==> src/rtl/gpu_cmd_pkg.sv <==
// Shared types for the GPU command decoder: opcode encoding, per-opcode
// argument counts, the assembled command bundle and the FSM state encoding.
package gpu_cmd_pkg;

   localparam int OPC_W        = 4;
   localparam int IMM_W        = 24;
   localparam int CMD_DATA_W   = 32;
   localparam int CMD_MAX_ARGS = 3;

   typedef enum logic [OPC_W-1:0] {
      OPC_NOP       = 4'd0,
      OPC_CLEAR     = 4'd1,
      OPC_SET_COLOR = 4'd2,
      OPC_PIXEL     = 4'd3,
      OPC_LINE      = 4'd4,
      OPC_TRI       = 4'd5
   } opcode_e;

   typedef enum logic [1:0] {
      ST_HDR   = 2'd0,
      ST_ARG   = 2'd1,
      ST_ISSUE = 2'd2
   } state_e;

   // One fully assembled command; args[0] is the first word after the header.
   typedef struct packed {
      opcode_e                                   opcode;
      logic [IMM_W-1:0]                          imm;
      logic [1:0]                                argc;
      logic [CMD_MAX_ARGS-1:0][CMD_DATA_W-1:0]   args;
   } gpu_cmd_t;

   // Opcodes 6..15 have no defined meaning and are rejected.
   function automatic logic opc_legal(input logic [OPC_W-1:0] op);
      return (op <= 4'd5);
   endfunction

   // Number of argument words that follow a header with this opcode.
   function automatic logic [1:0] opc_argc(input logic [OPC_W-1:0] op);
      logic [1:0] n;
      case (op)
         4'd2, 4'd3: n = 2'd1;
         4'd4:       n = 2'd2;
         4'd5:       n = 2'd3;
         default:    n = 2'd0;
      endcase
      return n;
   endfunction

endpackage

==> src/rtl/gpu_cmd_decoder.sv <==
// Command decoder behind the input FIFO: pops a header plus 0-3 argument
// words, holds the assembled command on a valid/ready port until accepted,
// swallows NOPs and pulses illegal_op for unknown opcodes.
// Optional build macro CMD_DECODER_STATS_EN adds cmd_count / err_count.
module gpu_cmd_decoder
   import gpu_cmd_pkg::*;
#(
   parameter int DATA_W   = 32,
   parameter int MAX_ARGS = 3
) (
   input  logic              clk,
   input  logic              reset,
   input  logic              fifo_empty,
   input  logic [DATA_W-1:0] fifo_rdata,
   output logic              fifo_read,
   output logic              cmd_valid,
   input  logic              cmd_ready,
   output logic [3:0]        cmd_opcode,
   output logic [23:0]       cmd_imm,
   output logic [1:0]        cmd_argc,
   output logic [DATA_W-1:0] cmd_arg0,
   output logic [DATA_W-1:0] cmd_arg1,
   output logic [DATA_W-1:0] cmd_arg2,
   output logic              busy,
   output logic              illegal_op
`ifdef CMD_DECODER_STATS_EN
   ,
   output logic [15:0]       cmd_count,
   output logic [7:0]        err_count
`endif
);

   state_e     state_q, state_d;
   gpu_cmd_t   cmd_q, cmd_d;
   logic [1:0] idx_q, idx_d;
   logic       illegal_q, illegal_d;
   logic       pop;
   logic       hs;
   logic [3:0] hdr_op;

   // Pop whenever a fetch state sees a word; gated by reset so nothing is
   // consumed while the block is being cleared.
   assign pop       = !reset && !fifo_empty &&
                      ((state_q == ST_HDR) || (state_q == ST_ARG));
   assign fifo_read = pop;
   assign hs        = (state_q == ST_ISSUE) && cmd_ready;
   assign hdr_op    = fifo_rdata[31:28];

   // Next-state, argument capture and illegal-opcode detection.
   always_comb begin
      state_d   = state_q;
      cmd_d     = cmd_q;
      idx_d     = idx_q;
      illegal_d = 1'b0;
      case (state_q)
         ST_HDR: begin
            if (pop) begin
               if (hdr_op == 4'd0) begin
                  state_d = ST_HDR;
               end else if (!opc_legal(hdr_op)) begin
                  illegal_d = 1'b1;
               end else begin
                  cmd_d.opcode = opcode_e'(hdr_op);
                  cmd_d.imm    = fifo_rdata[23:0];
                  cmd_d.argc   = opc_argc(hdr_op);
                  cmd_d.args   = '0;
                  idx_d        = 2'd0;
                  state_d      = (opc_argc(hdr_op) == 2'd0) ? ST_ISSUE : ST_ARG;
               end
            end
         end
         ST_ARG: begin
            if (pop) begin
               if (int'(idx_q) < MAX_ARGS)
                  cmd_d.args[idx_q] = CMD_DATA_W'(fifo_rdata);
               idx_d = idx_q + 2'd1;
               if ((idx_q + 2'd1) == cmd_q.argc)
                  state_d = ST_ISSUE;
            end
         end
         ST_ISSUE: begin
            if (cmd_ready)
               state_d = ST_HDR;
         end
         default: state_d = ST_HDR;
      endcase
   end

   // State and command registers; reset drops any partial or pending command.
   always_ff @(posedge clk) begin
      if (reset) begin
         state_q   <= ST_HDR;
         cmd_q     <= '0;
         idx_q     <= 2'd0;
         illegal_q <= 1'b0;
      end else begin
         state_q   <= state_d;
         cmd_q     <= cmd_d;
         idx_q     <= idx_d;
         illegal_q <= illegal_d;
      end
   end

   assign cmd_valid  = (state_q == ST_ISSUE);
   assign busy       = (state_q != ST_HDR);
   assign illegal_op = illegal_q;
   assign cmd_opcode = cmd_q.opcode;
   assign cmd_imm    = cmd_q.imm;
   assign cmd_argc   = cmd_q.argc;
   assign cmd_arg0   = DATA_W'(cmd_q.args[0]);
   assign cmd_arg1   = DATA_W'(cmd_q.args[1]);
   assign cmd_arg2   = DATA_W'(cmd_q.args[2]);

`ifdef CMD_DECODER_STATS_EN
   logic [15:0] cmd_count_q, cmd_count_d;
   logic [7:0]  err_count_q, err_count_d;

   // Free-running wrap-around counters of accepted commands and rejected headers.
   always_comb begin
      cmd_count_d = cmd_count_q + 16'(hs);
      err_count_d = err_count_q + 8'(illegal_d);
   end

   // Counter registers, cleared with the rest of the block.
   always_ff @(posedge clk) begin
      if (reset) begin
         cmd_count_q <= 16'd0;
         err_count_q <= 8'd0;
      end else begin
         cmd_count_q <= cmd_count_d;
         err_count_q <= err_count_d;
      end
   end

   assign cmd_count = cmd_count_q;
   assign err_count = err_count_q;
`endif

endmodule

==> config.mk <==
export PLATFORM = sky130hd
export DESIGN_NAME = gpu_cmd_decoder
export DESIGN_NICKNAME = d
export VERILOG_FILES = /design/src/rtl/gpu_cmd_pkg.sv /design/src/rtl/gpu_cmd_decoder.sv
export SDC_FILE = /design/constraint.sdc
export NUM_CORES = 1
export LEC_CHECK = 0
export CORE_MARGIN = 2
export CORE_UTILIZATION = 49
export CTS_BUF_LIST = sky130_fd_sc_hd__clkbuf_8
export DETAILED_ROUTE_END_ITERATION = 7
export GPL_TIMING_DRIVEN = 1
export PLACE_DENSITY = 0.92
export REMOVE_ABC_BUFFERS = 1
export SETUP_SLACK_MARGIN = 0.1
export SLEW_MARGIN = 20
export SYNTH_ARGS = -nofsm -noshare
export SYNTH_HDL_FRONTEND = slang
export SYNTH_SLANG_ARGS = --single-unit
==> constraint.sdc <==
create_clock -name clk -period 1.75 [get_ports clk]
set_input_delay 0.35 -clock clk [delete_from_list [all_inputs] [get_ports clk]]
set_output_delay 0.35 -clock clk [all_outputs]
set_load 0.005 [all_outputs]
==> results.cfg, run 1 <==
[outcome]
outcome = finished, violations left
violations = setup timing

[route]
highest_layer = met4
wire_per_inst_um = 19.3
dr_wl_met3_mm = 1.46
ant_nets = 0
vias = 5401
wl_met1_mm = 6.94
viasPerCell = 5.66
drcViolationCount = 0
drtIter0Drc = 421
firstDrtPassIters = 5
drt-total-wl_mm = 18.4
routed-wl-met2_mm = 9.39

[grt]
grt_pass1_vias = 5346
grt_first_pass_wirelength_mm = 26.9
grt_max_degree = 123
grt_usage = 0.291
grt.overflow.total = 0
antenna_found_initial = 0

[final_layout]
area_delta_synth_final_pct = 51.6
drive_gt1_frac = 0.345
final_cells = 954
nNetsFinal = 841
n_antenna_cell = 0
final_util = 0.767

[worst_setup_path]
cpMostUsedCell = buf_12
critical_path_required_ps = 2090
path_cells = clkdlybuf4s50_1, or3_1, buf_6, a2bb2oi_4, buf_12, buf_12, o21ai_1, a21oi_1
worstSetupPathType = in -> reg
startpoint_type = primary input
cp.arrival_ps = 2100
path_max_fanout = 6
cp_top_family = buffers and inverters
critPathBufInv = 4
end_kind = register
critPathSlowestCell = clkdlybuf4s50_1
critPathMaxStageDelay_ps = 450

[worst_hold_path]
hp-class = in -> reg

[synthesis]
synth_compound_area_frac = 0.300
syn-instance-count = 617
synth-xor-area-share = 0.00475
yosys_warnings = 0
ys_seq_area_frac = 0.474
synth.distinct_cells = 40
yosys.area_share.simple = 0.135
avgSynthCellArea_um2 = 8.97
syn_area_mm2 = 0.00553
synth_top_family_by_area = compound AO/OA/AOI/OAI gates
synth_seq_cells = 131
synth_fa_ha_area_frac = 0.00905
synthMuxAreaShare = 0.00181

[clocking]
numCtsBuffers = 17
clk_pin_slew_ps = 70
clk_latency_ps = 450
clockBufferDepth = 2
clkSinkCount = 131
htreeDepth = 4
cts_tree = done
ctsHoldBuffers = 0
cts-root-buf = clkbuf_8

[placed_design]
place_congestion = 0.868
io_buffers = 165
dp.cells = 898
dpl_worst_slack_ps = -382
hpwlAfterDp_mm = 11.0

[power_and_ir_drop]
power.total_mw = 6.90
p_per_area_mw_per_mm2 = 823
p_leak_nw = 3.99
vdd_drop_max_mv = 0.565

[floorplanning]
ios = 166
design.core.area_mm2 = 0.0109
die_area_mm2 = 0.0122
die-height_um = 110
start_util = 0.506
dieWidth_um = 110
rows = 38

[timing]
finalCritPeriodShare = 1.01
layout_setup_ws_ps = -9.44
finalHoldViolCount = 0
rsz0062_at_grt = yes
max-slew-margin-rel = 0.448
fin_hold_ws_ps = 355
fin_skew_ps = 10.1
max_freq_mhz = 568
fin_crit_ps = 1760
slew_viol_final = 0
tightestPinTransition_ps = 829
setup_viol = 1

[job]
maxCapViolations = 0
-- where the power goes --
group / leakage, nW / switching, mW / internal [mW]
Combinational: 2.68 / 0.488 / 0.405
Sequential: 1.08 / 0.0221 / 3.01
Clock: 0.232 / 1.21 / 1.77
Total: 3.99 / 1.72 / 5.19
-- through the flow --
step	setup TNS [ps]	instance area, um2
final	-9.44	8390
after detailed placement	-39700	7320
after global placement	-34340	7320
after global routing	0	8390
after floorplan	-107780	5130
after CTS	0	7990
-- synth_stat cells --
| library cell | count | area (um2) |
|---|---|---|
| a21oi_1 | 79 | 395 |
| a211o_1 | 1 | 8.76 |
| ha_1 | 4 | 50.1 |
| and3_1 | 4 | 25.0 |
| a31oi_1 | 1 | 6.26 |
| or2_2 | 1 | 6.26 |
| nand2_1 | 153 | 574 |
| nor3_1 | 2 | 10.0 |
| a2bb2oi_4 | 3 | 78.8 |
| or3_1 | 2 | 12.5 |
| inv_4 | 1 | 6.26 |
| nor4_4 | 1 | 21.3 |
| nand3_2 | 1 | 10.0 |
| clkbuf_2 | 3 | 15.0 |
| buf_4 | 10 | 75.1 |
| dfxtp_1 | 131 | 2620 |
| mux2i_1 | 1 | 10.0 |
| buf_6 | 17 | 191 |
| buf_2 | 12 | 60.1 |
| o21ai_1 | 40 | 200 |
| nand4_1 | 2 | 12.5 |
| o21ai_0 | 8 | 40.0 |
| o31ai_1 | 1 | 7.51 |
| xor2_1 | 1 | 8.76 |
| o41ai_1 | 1 | 8.76 |
| nor3b_2 | 1 | 12.5 |
| nor2_1 | 5 | 18.8 |
| xnor2_1 | 2 | 17.5 |
| o21ai_2 | 50 | 438 |
| clkbuf_1 | 15 | 56.3 |
| nand3_1 | 1 | 5.00 |
| nor2b_1 | 3 | 18.8 |
| inv_1 | 4 | 15.0 |
| nand2_2 | 1 | 6.26 |
| a211oi_4 | 1 | 20.0 |
| a21oi_2 | 50 | 438 |
| a21boi_0 | 1 | 7.51 |
| nor2_2 | 1 | 6.26 |
| nand2b_1 | 1 | 6.26 |
| a221oi_1 | 1 | 8.76 |
-- path summary, 6_finish.rpt --
path	startpoint	to	slack, ps	cells past startpoint
worst min-delay path	reset	cmd_arg2[8]$_SDFFE_PP0P_	350	3
worst min register to register	cmd_imm[16]$_SDFFE_PP0P_	cmd_imm[16]$_SDFFE_PP0P_	450	2
worst max-delay path	fifo_rdata[28]	cmd_arg0[31]$_SDFFE_PP0P_	-9	8
worst max register to register	state_q[1]$_SDFFE_PP0P_	cmd_arg0[31]$_SDFFE_PP0P_	20	5
-- worst reg2reg max path: stages (launching register included) --
cell and delay (ps):
dfxtp_2 350, inv_2 60, nand2_4 70, buf_4 600
o21ai_1 260, a21oi_1 280
-- metal layers --
| metal | vias up | global-route usage |
|---|---|---|
| met1 | 2588 | 0.343 |
| met5 | - | 0 |
| met3 | 58 | 0.0770 |
| met4 | 0 | 0.140 |
| li1 | 2483 | - |
| met2 | 272 | 0.492 |
-- registers in the layout (all words and copies together), names as in the netlist --
signal and flops:
cmd_imm 24, cmd_opcode 4, state_q 2, cmd_arg2 32, cmd_arg0 32, idx_q 2
cmd_argc 2, cmd_arg1 32, illegal_op 1
-- layout by cell type (no fill, tap or decap), types with 3 or more instances in the layout --
| cell | netlist | final |
|---|---|---|
| dlygate4sd2_1 | 0 | 73 |
| clkinv_2 | 0 | 3 |
| clkbuf_8 | 0 | 19 |
| dfxtp_2 | 0 | 47 |
| dlymetal6s2s_1 | 0 | 49 |
| clkinv_4 | 0 | 3 |
| clkdlybuf4s50_1 | 0 | 41 |
| o21ai_1 | 40 | 31 |
| nand2_1 | 153 | 153 |
| a21oi_2 | 50 | 54 |
| bufinv_16 | 0 | 5 |
| buf_4 | 10 | 30 |
| a21oi_1 | 79 | 75 |
| o21ai_0 | 8 | 3 |
| buf_6 | 17 | 9 |
| dfxtp_1 | 131 | 82 |
| and3_1 | 4 | 3 |
| o21ai_2 | 50 | 63 |
| buf_12 | 0 | 12 |
| a2bb2oi_4 | 3 | 3 |
-- final cells by class --
class	count	area [um2]
timing repair buffer	222	2400
fill	713	2550
sequential	131	2690
inverter	5	21.3
clock inverter	13	206
tap	140	175
multi-input combinational	424	2630
clock buffer	19	262
-- what timing repair did --
action                     4_1_cts  5_1_grt
gates resized for setup        135      100
cloned                           3        2
buffers inserted                 9       10
setup endpoints to repair      212      180
pin swaps                       11       15
-- logic make-up (layout without fill, tap and decap cells) --
kind of cell / count (synthesis) / count (layout)
AO/OA/AOI/OAI: 237 / 237
XOR/XNOR: 3 / 3
adder cells (fa/ha/maj): 4 / 4
buffers and inverters: 62 / 259
flip-flops: 131 / 131
multiplexers: 1 / 1
AND/OR/NAND/NOR: 179 / 179
No activity file was read; power rests on OpenSTA's default activity.
==> run 2, diff against run 1 <==
--- a/config.mk
+++ b/config.mk
@@ -10,7 +10,7 @@
 export CTS_BUF_LIST = sky130_fd_sc_hd__clkbuf_8
 export DETAILED_ROUTE_END_ITERATION = 7
 export GPL_TIMING_DRIVEN = 1
-export PLACE_DENSITY = 0.92
+export PLACE_DENSITY = 0.82
 export REMOVE_ABC_BUFFERS = 1
 export SETUP_SLACK_MARGIN = 0.1
 export SLEW_MARGIN = 20
==> results.cfg, run 2 (same netlist as run 1, synthesis figures left out) <==
[final_layout]
area_delta_synth_final_pct = 50.5
final_cells = 955
fillers = 724
n_antenna_cell = 0
nNetsFinal = 842
regArea_mm2 = 0.00272
drive_gt1_frac = 0.351
layout_commonest_cell = nand2_1
multi_input_area_mm2 = 0.00253
final_cell_mix = nand2_1 (153), dlymetal6s2s_1 (91), a21oi_1 (79)

[clocking]
clk_pin_slew_ps = 90
clockBufferDepth = 2
numCtsBuffers = 17
clk_latency_ps = 430
clkSinkCount = 131
cts_tree = done
htreeDepth = 4
ctsHoldBuffers = 0
cts-root-buf = clkbuf_8

[route]
drtIter0Drc = 390
drt-total-wl_mm = 17.6
drcViolationCount = 0
viasPerCell = 5.48
vias = 5231
firstDrtPassIters = 4
ant_nets = 0
wire_per_inst_um = 18.4

[timing]
fin_crit_ps = 1680
tightestPinTransition_ps = 775
slew_viol_final = 0
max_freq_mhz = 596
setup_viol = 0
finalCritPeriodShare = 0.959
fin_hold_ws_ps = 310
finalHoldViolCount = 0
fin_skew_ps = 14.1
rsz0062_at_grt = yes
max-slew-margin-rel = 0.483
layout_setup_ws_ps = 72.5

[worst_setup_path]
critPathMaxStageDelay_ps = 340
path_depth = 3
end_kind = primary output
cp.arrival_ps = 1330
critPathSlowestCell = dfxtp_2
cp_top_family = flip-flops
critPathBufInv = 2
path_max_fanout = 9
critical_path_required_ps = 1400
worstSetupPathType = reg -> out
r2r_cells = 6
path_cells = buf_6, or2_2, clkbuf_2
ff2ff_setup_slack_ps = 80
startpoint_type = register

[power_and_ir_drop]
p_per_area_mw_per_mm2 = 768
p_leak_nw = 4.55
vdd_drop_max_mv = 0.626

[grt]
grt.overflow.total = 0
grt_max_degree = 106
grt_first_pass_wirelength_mm = 25.6
grt_pass1_vias = 5169
grt_usage = 0.272
antenna_found_initial = 0

[floorplanning]
dieWidth_um = 110
die_area_mm2 = 0.0122
start_util = 0.506
design.core.area_mm2 = 0.0109
ios = 166
rows = 38
die-height_um = 110

[placed_design]
dp.cells = 901
io_buffers = 165
hpwlAfterDp_mm = 11.1
place_congestion = 0.837
dpl_worst_slack_ps = -426

[worst_hold_path]
hp-class = in -> reg
whs_path_depth = 3

[outcome]
outcome = completed

[job]
maxCapViolations = 0
==> run 2: worst paths after layout <==
| check | start | end |
|---|---|---|
| setup / recovery | state_q[0]$_SDFFE_PP0P_ | busy |
| hold / removal | reset | illegal_op$_SDFF_PP0_ |
| setup reg to reg | state_q[0]$_SDFFE_PP0P_ | cmd_opcode[1]$_SDFFE_PP0P_ |
| hold reg to reg | cmd_imm[3]$_SDFFE_PP0P_ | cmd_imm[3]$_SDFFE_PP0P_ |
==> run 2: routing by layer <==
layer | GRT usage | part of all wire
met5 | 0 | 0
met4 | 0.0839 | 0.011
met3 | 0.0805 | 0.081
met2 | 0.461 | 0.50
met1 | 0.333 | 0.40
==> run 2: power breakdown <==
part | internal [mW] | switching [mW]
Combinational | 0.327 | 0.447
Sequential | 3.01 | 0.0214
Clock | 1.20 | 1.39
==> run 2: area by class of cell <==
type | count | area share
Clock buffer | 17 | 0.0281
Clock inverter | 15 | 0.0195
Inverter | 5 | 0.00286
Multi-Input combinational cell | 424 | 0.304
Sequential cell | 131 | 0.326
Tap cell | 140 | 0.0210
Timing Repair Buffer | 223 | 0.298
==> run 2: through the flow <==
| step | area [um2] | util | power [mW] | TNS, ps |
|---|---|---|---|---|
| finish | 8330 | 0.761 | 6.40 | 0 |
| floorplan | 5130 | - | 3.35 | -107780 |
| global route | 8330 | 0.761 | 6.61 | 0 |
| detailed placement | 7370 | 0.674 | 3.81 | -46590 |
| CTS | 7880 | 0.720 | 6.35 | -54.4 |
| global placement | 7370 | 0.674 | 3.79 | -40440 |
==> run 2: worst min-delay path: cells and delay by family <==
family,cells,cell delay (ps)
buffers and inverters,1,150
AND/OR/NAND/NOR,2,190
==> run 2: timing repair <==
item,CTS,global route
buffers inserted,9,11
gates resized for setup,103,127
cloned,0,2
pin swaps,2,6
endpoints found under the setup margin,186,203
==> run 3, diff against run 2 <==
--- a/config.mk
+++ b/config.mk
@@ -13,6 +13,7 @@
 export PLACE_DENSITY = 0.82
 export REMOVE_ABC_BUFFERS = 1
 export SETUP_SLACK_MARGIN = 0.1
+export SKIP_LAST_GASP = 1
 export SLEW_MARGIN = 20
 export SYNTH_ARGS = -nofsm -noshare
 export SYNTH_HDL_FRONTEND = slang
==> results of run 3 <==
No change in the layout: final DEF, timing and power equal those of run 2.
==> RTL edit 1, RTL diff (settings of run 3) <==
The 3 states of `state_e` get a one-hot encoding in 3 bits.
--- a/src/rtl/gpu_cmd_pkg.sv
+++ b/src/rtl/gpu_cmd_pkg.sv
@@ -16,10 +16,10 @@
       OPC_TRI       = 4'd5
    } opcode_e;
 
-   typedef enum logic [1:0] {
-      ST_HDR   = 2'd0,
-      ST_ARG   = 2'd1,
-      ST_ISSUE = 2'd2
+   typedef enum logic [2:0] {
+      ST_HDR   = 3'b001,
+      ST_ARG   = 3'b010,
+      ST_ISSUE = 3'b100
    } state_e;
 
    // One fully assembled command; args[0] is the first word after the header.
Behaviour: no difference found for any inputs over 4 cycles, from zero or initial values and one cycle with reset high; so few cycles prove little.
==> RTL edit 1 against run 3 <==
The flow now finishes with violations (setup timing). Routed wire length shrank 6.8%. Sequential cell count increased by 1. Count of clock-buffer cells in the layout did not move. Sequential share of layout area up 3.4 points. Synthesized cell count shrank 33%. Synthesized area is 18% lower. Setup slack worse by 0.16 ns. Final area shrank 9.1%. Largest power group unchanged. Critical endpoint is now fifo_read. Total power increased by 9.2%.
==> RTL edit 1: results (changes against run 3) <==
run_status:
  status: "complete, but fails checks"
  violations: "setup timing"
sta:
  setup_violations: 16  # +16
  fin_skew_ns: 0.0131  # -0.000967 ns
  layout_setup_ws_ns: -0.0900  # -0.163 ns
  holdWs_ns: 0.407  # +0.0967 ns
  maxSlewHeadroom: 0.650  # +0.167
  setup_tns_ns: -0.546  # -0.546 ns
global_route:
  grt_use_met1: 0.338  # +0.00441
  grt_pass1_vias: 4248  # -18%
  met2_usage: 0.475  # +0.0144
  grt_pass1_wl_um: 21900  # -15%
  use_met3: 0.101  # +0.0204
  grtUsageTotal: 0.282  # +0.00960
  grt_max_degree: 37  # -65%
routing:
  drc_errors: 0  # unchanged
  firstDrtPassIters: 6  # +2
  drt_iter0_drc: 243  # -38%
  routed_wl_um: 16400  # -6.8%
  vias: 4420  # -16%
placed_design:
  place_area_um2: 6470  # -12%
  port_buffers: 165  # unchanged
  gp_congestion: 0.847  # +1.2%
  pre_cts_ws_ns: -0.539  # -0.113 ns
  placedCellCount: 690  # -23%
  dpl.hpwl_um: 9290  # -16%
yosys:
  synth_common_cells: "dfxtp_1, a22o_1, nand2_1, a21oi_1, a32o_1"
  seq_area_frac_synth: 0.582  # +0.108
  synth.distinct_cells: 39  # -2.5%
  syn_inst: 414  # -33%
  synthTopCellsByArea: "dfxtp_1, a22o_1, a32o_1, nand2_1, a21oi_1"
critical_path:
  r2r-start: "idx_q[0]"
  ff2ff_path_depth: 7  # +1
  worstPathMaxFanout: 4  # -5
  r2r-end: "cmd_arg2[9]"
  reg2reg_slack_ns: -0.02  # -0.10 ns
power_and_ir_drop:
  ir_drop_v: 0.000605  # -3.5%
  switchingPower_mw: 1.92  # +3.5%
  power.leakage_nw: 4.50  # -1.1%
  p_seq_frac: 0.447  # -0.027
  pg_clk_mw: 2.75  # +6%
  seq_power_mw: 3.12  # +3%
cells_and_area:
  stdcell_count: 744  # -22%
  diodes: 0  # unchanged
  finalInstanceArea_um2: 7570  # -9.1%
  final_layout_size_suffix_gt1_frac: 0.275  # -0.0760
  final_nets: 660  # -22%
clock_tree:
  htree_levels: 4  # unchanged
  cts_setup_buffers: 2  # -7
  cts_max_path_buffers: 2  # unchanged
  root_buffer: "clkbuf_8"
  holdBufCountCts: 0  # unchanged
  cts_resized: 93  # -9.7%
hold_path:
  min_path_type: "in2reg"
  hold_end: "cmd_arg0[30]"
  min_from: "fifo_rdata[30]"
## RTL edit 1: cell count changes after synthesis, moves of 10 or more
| cell | before | now |
|---|---|---|
| a22o_1 | 0 | 64 |
| a21oi_2 | 50 | 0 |
| nand2_1 | 153 | 58 |
| buf_4 | 10 | 0 |
| a21oi_1 | 79 | 37 |
| o21ai_1 | 40 | 1 |
| a32o_1 | 0 | 32 |
| o21ai_2 | 50 | 0 |
## RTL edit 1: critical path, stage by stage, from the launching register on
cell     delay [ns]
dfxtp_4        0.37
buf_6          0.14
xnor2_1        0.14
nor4_1         0.24
buf_2          0.18
## RTL edit 1: logic make-up (layout without fill, tap and decap cells)
family	after synthesis	after routing	synth area share
compound gates	147	147	0.262
xor+xnor	3	3	0.00579
fa+ha+maj	4	4	0.0110
buf+inv	43	262	0.0507
flops	132	132	0.582
simple gates	85	85	0.0890
## RTL edit 1: layout make-up
class | count | area, um2
clock inverters | 15 | 193
repair buffers | 225 | 2480
well taps | 111 | 139
inverters | 5 | 21.3
flip-flops and latches | 132 | 2730
fillers | 506 | 1540
multi-input cells | 239 | 1780
clock buffers | 17 | 234
## RTL edit 1: worst max-delay path by stage
stage | start | endpoint | slack, ns | depth (start not counted)
CTS | state_q[0] | busy | -0.1 | 4
finish | state_q[0] | fifo_read | -0.09 | 4
global placement | fifo_rdata[28] | cmd_arg1[1] | -0.48 | 6
floorplan | state_q[0] | cmd_argc[1] | -0.55 | 4
global route | state_q[0] | fifo_read | -0.13 | 4
detailed placement | fifo_rdata[28] | cmd_arg0[19] | -0.54 | 7
## RTL edit 1: per-layer routing
| metal | vias to the layer above | part of all wire |
|---|---|---|
| met5 | - | 0 |
| met4 | 0 | 0.025 |
| met3 | 40 | 0.082 |
| met2 | 255 | 0.50 |
| met1 | 2177 | 0.39 |
| li1 | 1948 | - |
==> RTL edit 2, RTL diff (config.mk and constraints of run 3) <==
Made on the original files. `CMD_DATA_W`: 32 -> 28.
--- a/src/rtl/gpu_cmd_pkg.sv
+++ b/src/rtl/gpu_cmd_pkg.sv
@@ -4,7 +4,7 @@
 
    localparam int OPC_W        = 4;
    localparam int IMM_W        = 24;
-   localparam int CMD_DATA_W   = 32;
+   localparam int CMD_DATA_W   = 28;
    localparam int CMD_MAX_ARGS = 3;
 
    typedef enum logic [OPC_W-1:0] {
Behaviour: not the same (Yosys sat finds a counterexample within 4 cycles, from zero or initial values and one cycle with reset high).
==> RTL edit 2 against run 3 <==
Non-clock buffer count is 27 lower. Sequential power is 8.9% lower. Sequential cell count is 12 lower. Critical path depth is 2 lower. Synthesized area is 13% lower. Setup slack better by 0.050 ns. Combinational power is 14% lower. Routed wire length is 13% lower. Hold slack better by 0.089 ns. Total power is 7.0% lower. Final area is 13% lower. Critical path type unchanged. Largest power group unchanged.
==> RTL edit 2: results (changes against run 3) <==
run_status:
  status: "finished clean"
clock_tree:
  cts_max_path_buffers: 2  # unchanged
  root_buffer: "clkbuf_8"
  htree_levels: 4  # unchanged
placed_design:
  place_area_um2: 6520  # -12%
  placedCellCount: 845  # -6.2%
  port_buffers: 153  # -7.3%
  gp_congestion: 0.860  # +2.8%
  dpl.hpwl_um: 9620  # -13%
critical_path:
  worstPathMaxFanout: 2  # -7
  cp_slowest_cell: "clkdlybuf4s50_1"
  crit_family: "buffers and inverters"
  startpoint: "cmd_arg1[5]"
  cp_slowest_stage_delay_ns: 0.51  # +0.17 ns
  arrival_ns: 1.28  # -0.05 ns
  r2r-start: "idx_q[0]"
routing:
  drt_iter0_drc: 280  # -28%
  firstDrtPassIters: 5  # +1
  routed_wl_um: 15200  # -13%
  vias: 4839  # -7.5%
power_and_ir_drop:
  power.leakage_nw: 3.68  # -19%
  ir_drop_v: 0.000518  # -17%
  switching_share: 0.270  # -0.0209
global_route:
  grt_max_degree: 119  # +12%
  grt_pass1_vias: 4627  # -10%
  grtUsageTotal: 0.274  # +0.00171
  grt_pass1_wl_um: 22500  # -12%
  grt_antenna_before_repair: 0  # unchanged
cells_and_area:
  final_layout_size_suffix_gt1_frac: 0.189  # -0.162
  seq_area_um2: 2430  # -11%
  final_nets: 779  # -7.5%
  diodes: 0  # unchanged
  stdcell_count: 885  # -7.3%
  fillCellCount: 700  # -3.3%
yosys:
  syn_inst: 572  # -7.3%
  synth.top_cell.area_share: 0.495  # +0.0212
  synth_common_cells: "nand2_1, dfxtp_1, a21oi_1, o21ai_1, o21ai_0"
  seq_area_frac_synth: 0.495  # +0.0212
  synthTopCellsByArea: "dfxtp_1, a21oi_1, nand2_1, o21ai_1, buf_6"
  yosysWarnings: 0  # unchanged
hold_path:
  min_path_type: "in2reg"
sta:
  maxSlewHeadroom: 0.656  # +0.173
  fin_skew_ns: 0.0126  # -0.00142 ns
[RTL edit 2: cell count changes after synthesis, moves of 2 or more]
cell	delta
nand2_1	-11
buf_2	-5
o21ai_2	-49
clkbuf_1	-2
a21oi_1	+33
o21ai_0	+18
a21oi_2	-45
o21ai_1	+19
buf_4	+8
dfxtp_1	-12
[RTL edit 2: final cells by class]
type	instances	share of cell area
multi-input cells	400	0.290
inverters	5	0.00259
repair buffers	196	0.295
clock buffers	17	0.0323
clock inverters	15	0.0231
well taps	133	0.0229
flip-flops and latches	119	0.335
[RTL edit 2: repair_timing]
action,in CTS,in global routing
gates cloned,0,3
setup buffers,4,1
setup endpoints to repair,118,171
resized for setup,45,121
pin swaps,2,6
hold endpoints to repair,0,0
[RTL edit 2: kinds of logic (layout without fill, tap and decap cells)]
kind of cell | count (synthesis) | in the layout | synth area share
simple gates | 167 | 167 | 0.146
flops | 119 | 119 | 0.495
other cells | 1 | 12 | 0.000780
fa+ha+maj | 4 | 4 | 0.0104
xor+xnor | 3 | 3 | 0.00546
mux | 1 | 1 | 0.00208
compound gates | 213 | 213 | 0.246
buf+inv | 64 | 233 | 0.0934
[RTL edit 2: worst paths after layout]
| kind | to | slack, ns | cells after the start |
|---|---|---|---|
| min reg2reg | cmd_imm[16] | 0.46 | 2 |
| max | cmd_arg1[5] | 0.12 | 1 |
| max reg2reg | cmd_arg2[5] | 0.14 | 7 |
| min | illegal_op | 0.40 | 4 |
[RTL edit 2: stage by stage]
| stage | setup TNS [ns] | total power, mW | worst slack, ns |
|---|---|---|---|
| after floorplan | -93.44 | 3.02 | -1.10 |
| final | 0 | 5.94 | 0.122 |
| after global placement | -32.43 | 3.44 | -0.328 |
| after global routing | 0 | 6.13 | 0.0552 |
| after detailed placement | -36.81 | 3.45 | -0.356 |
| after CTS | -0.272 | 5.94 | -0.158 |
[RTL edit 2: metal layers]
metal / share of wire / wire, um / GRT usage / vias to the layer above
met5: 0 / 0 / 0 / -
met4: 0.026 / 390 / 0.119 / 0
met3: 0.087 / 1320 / 0.0664 / 40
met2: 0.50 / 7630 / 0.467 / 261
met1: 0.39 / 5900 / 0.328 / 2289
li1: - / - / - / 2249
[RTL edit 2: worst register-to-register path, stage by stage (launching register included)]
cell and delay [ns]:
dfxtp_4 0.38, inv_1 0.10, ha_1 0.25, nor2_2 0.13
a2bb2oi_4 0.22, buf_12 0.18, o21ai_1 0.08, a21oi_1 0.18
[RTL edit 2: power by group through the flow]
stage          combinational [mW]  sequential (mW)  clock (mW)
6_report                    0.666             2.76        2.52
5_1_grt                     0.708             2.76        2.66
4_1_cts                     0.641             2.76        2.54
3_5_place_dp                0.629             2.83           0
3_3_place_gp                0.619             2.82           0
2_1_floorplan               0.193             2.83           0
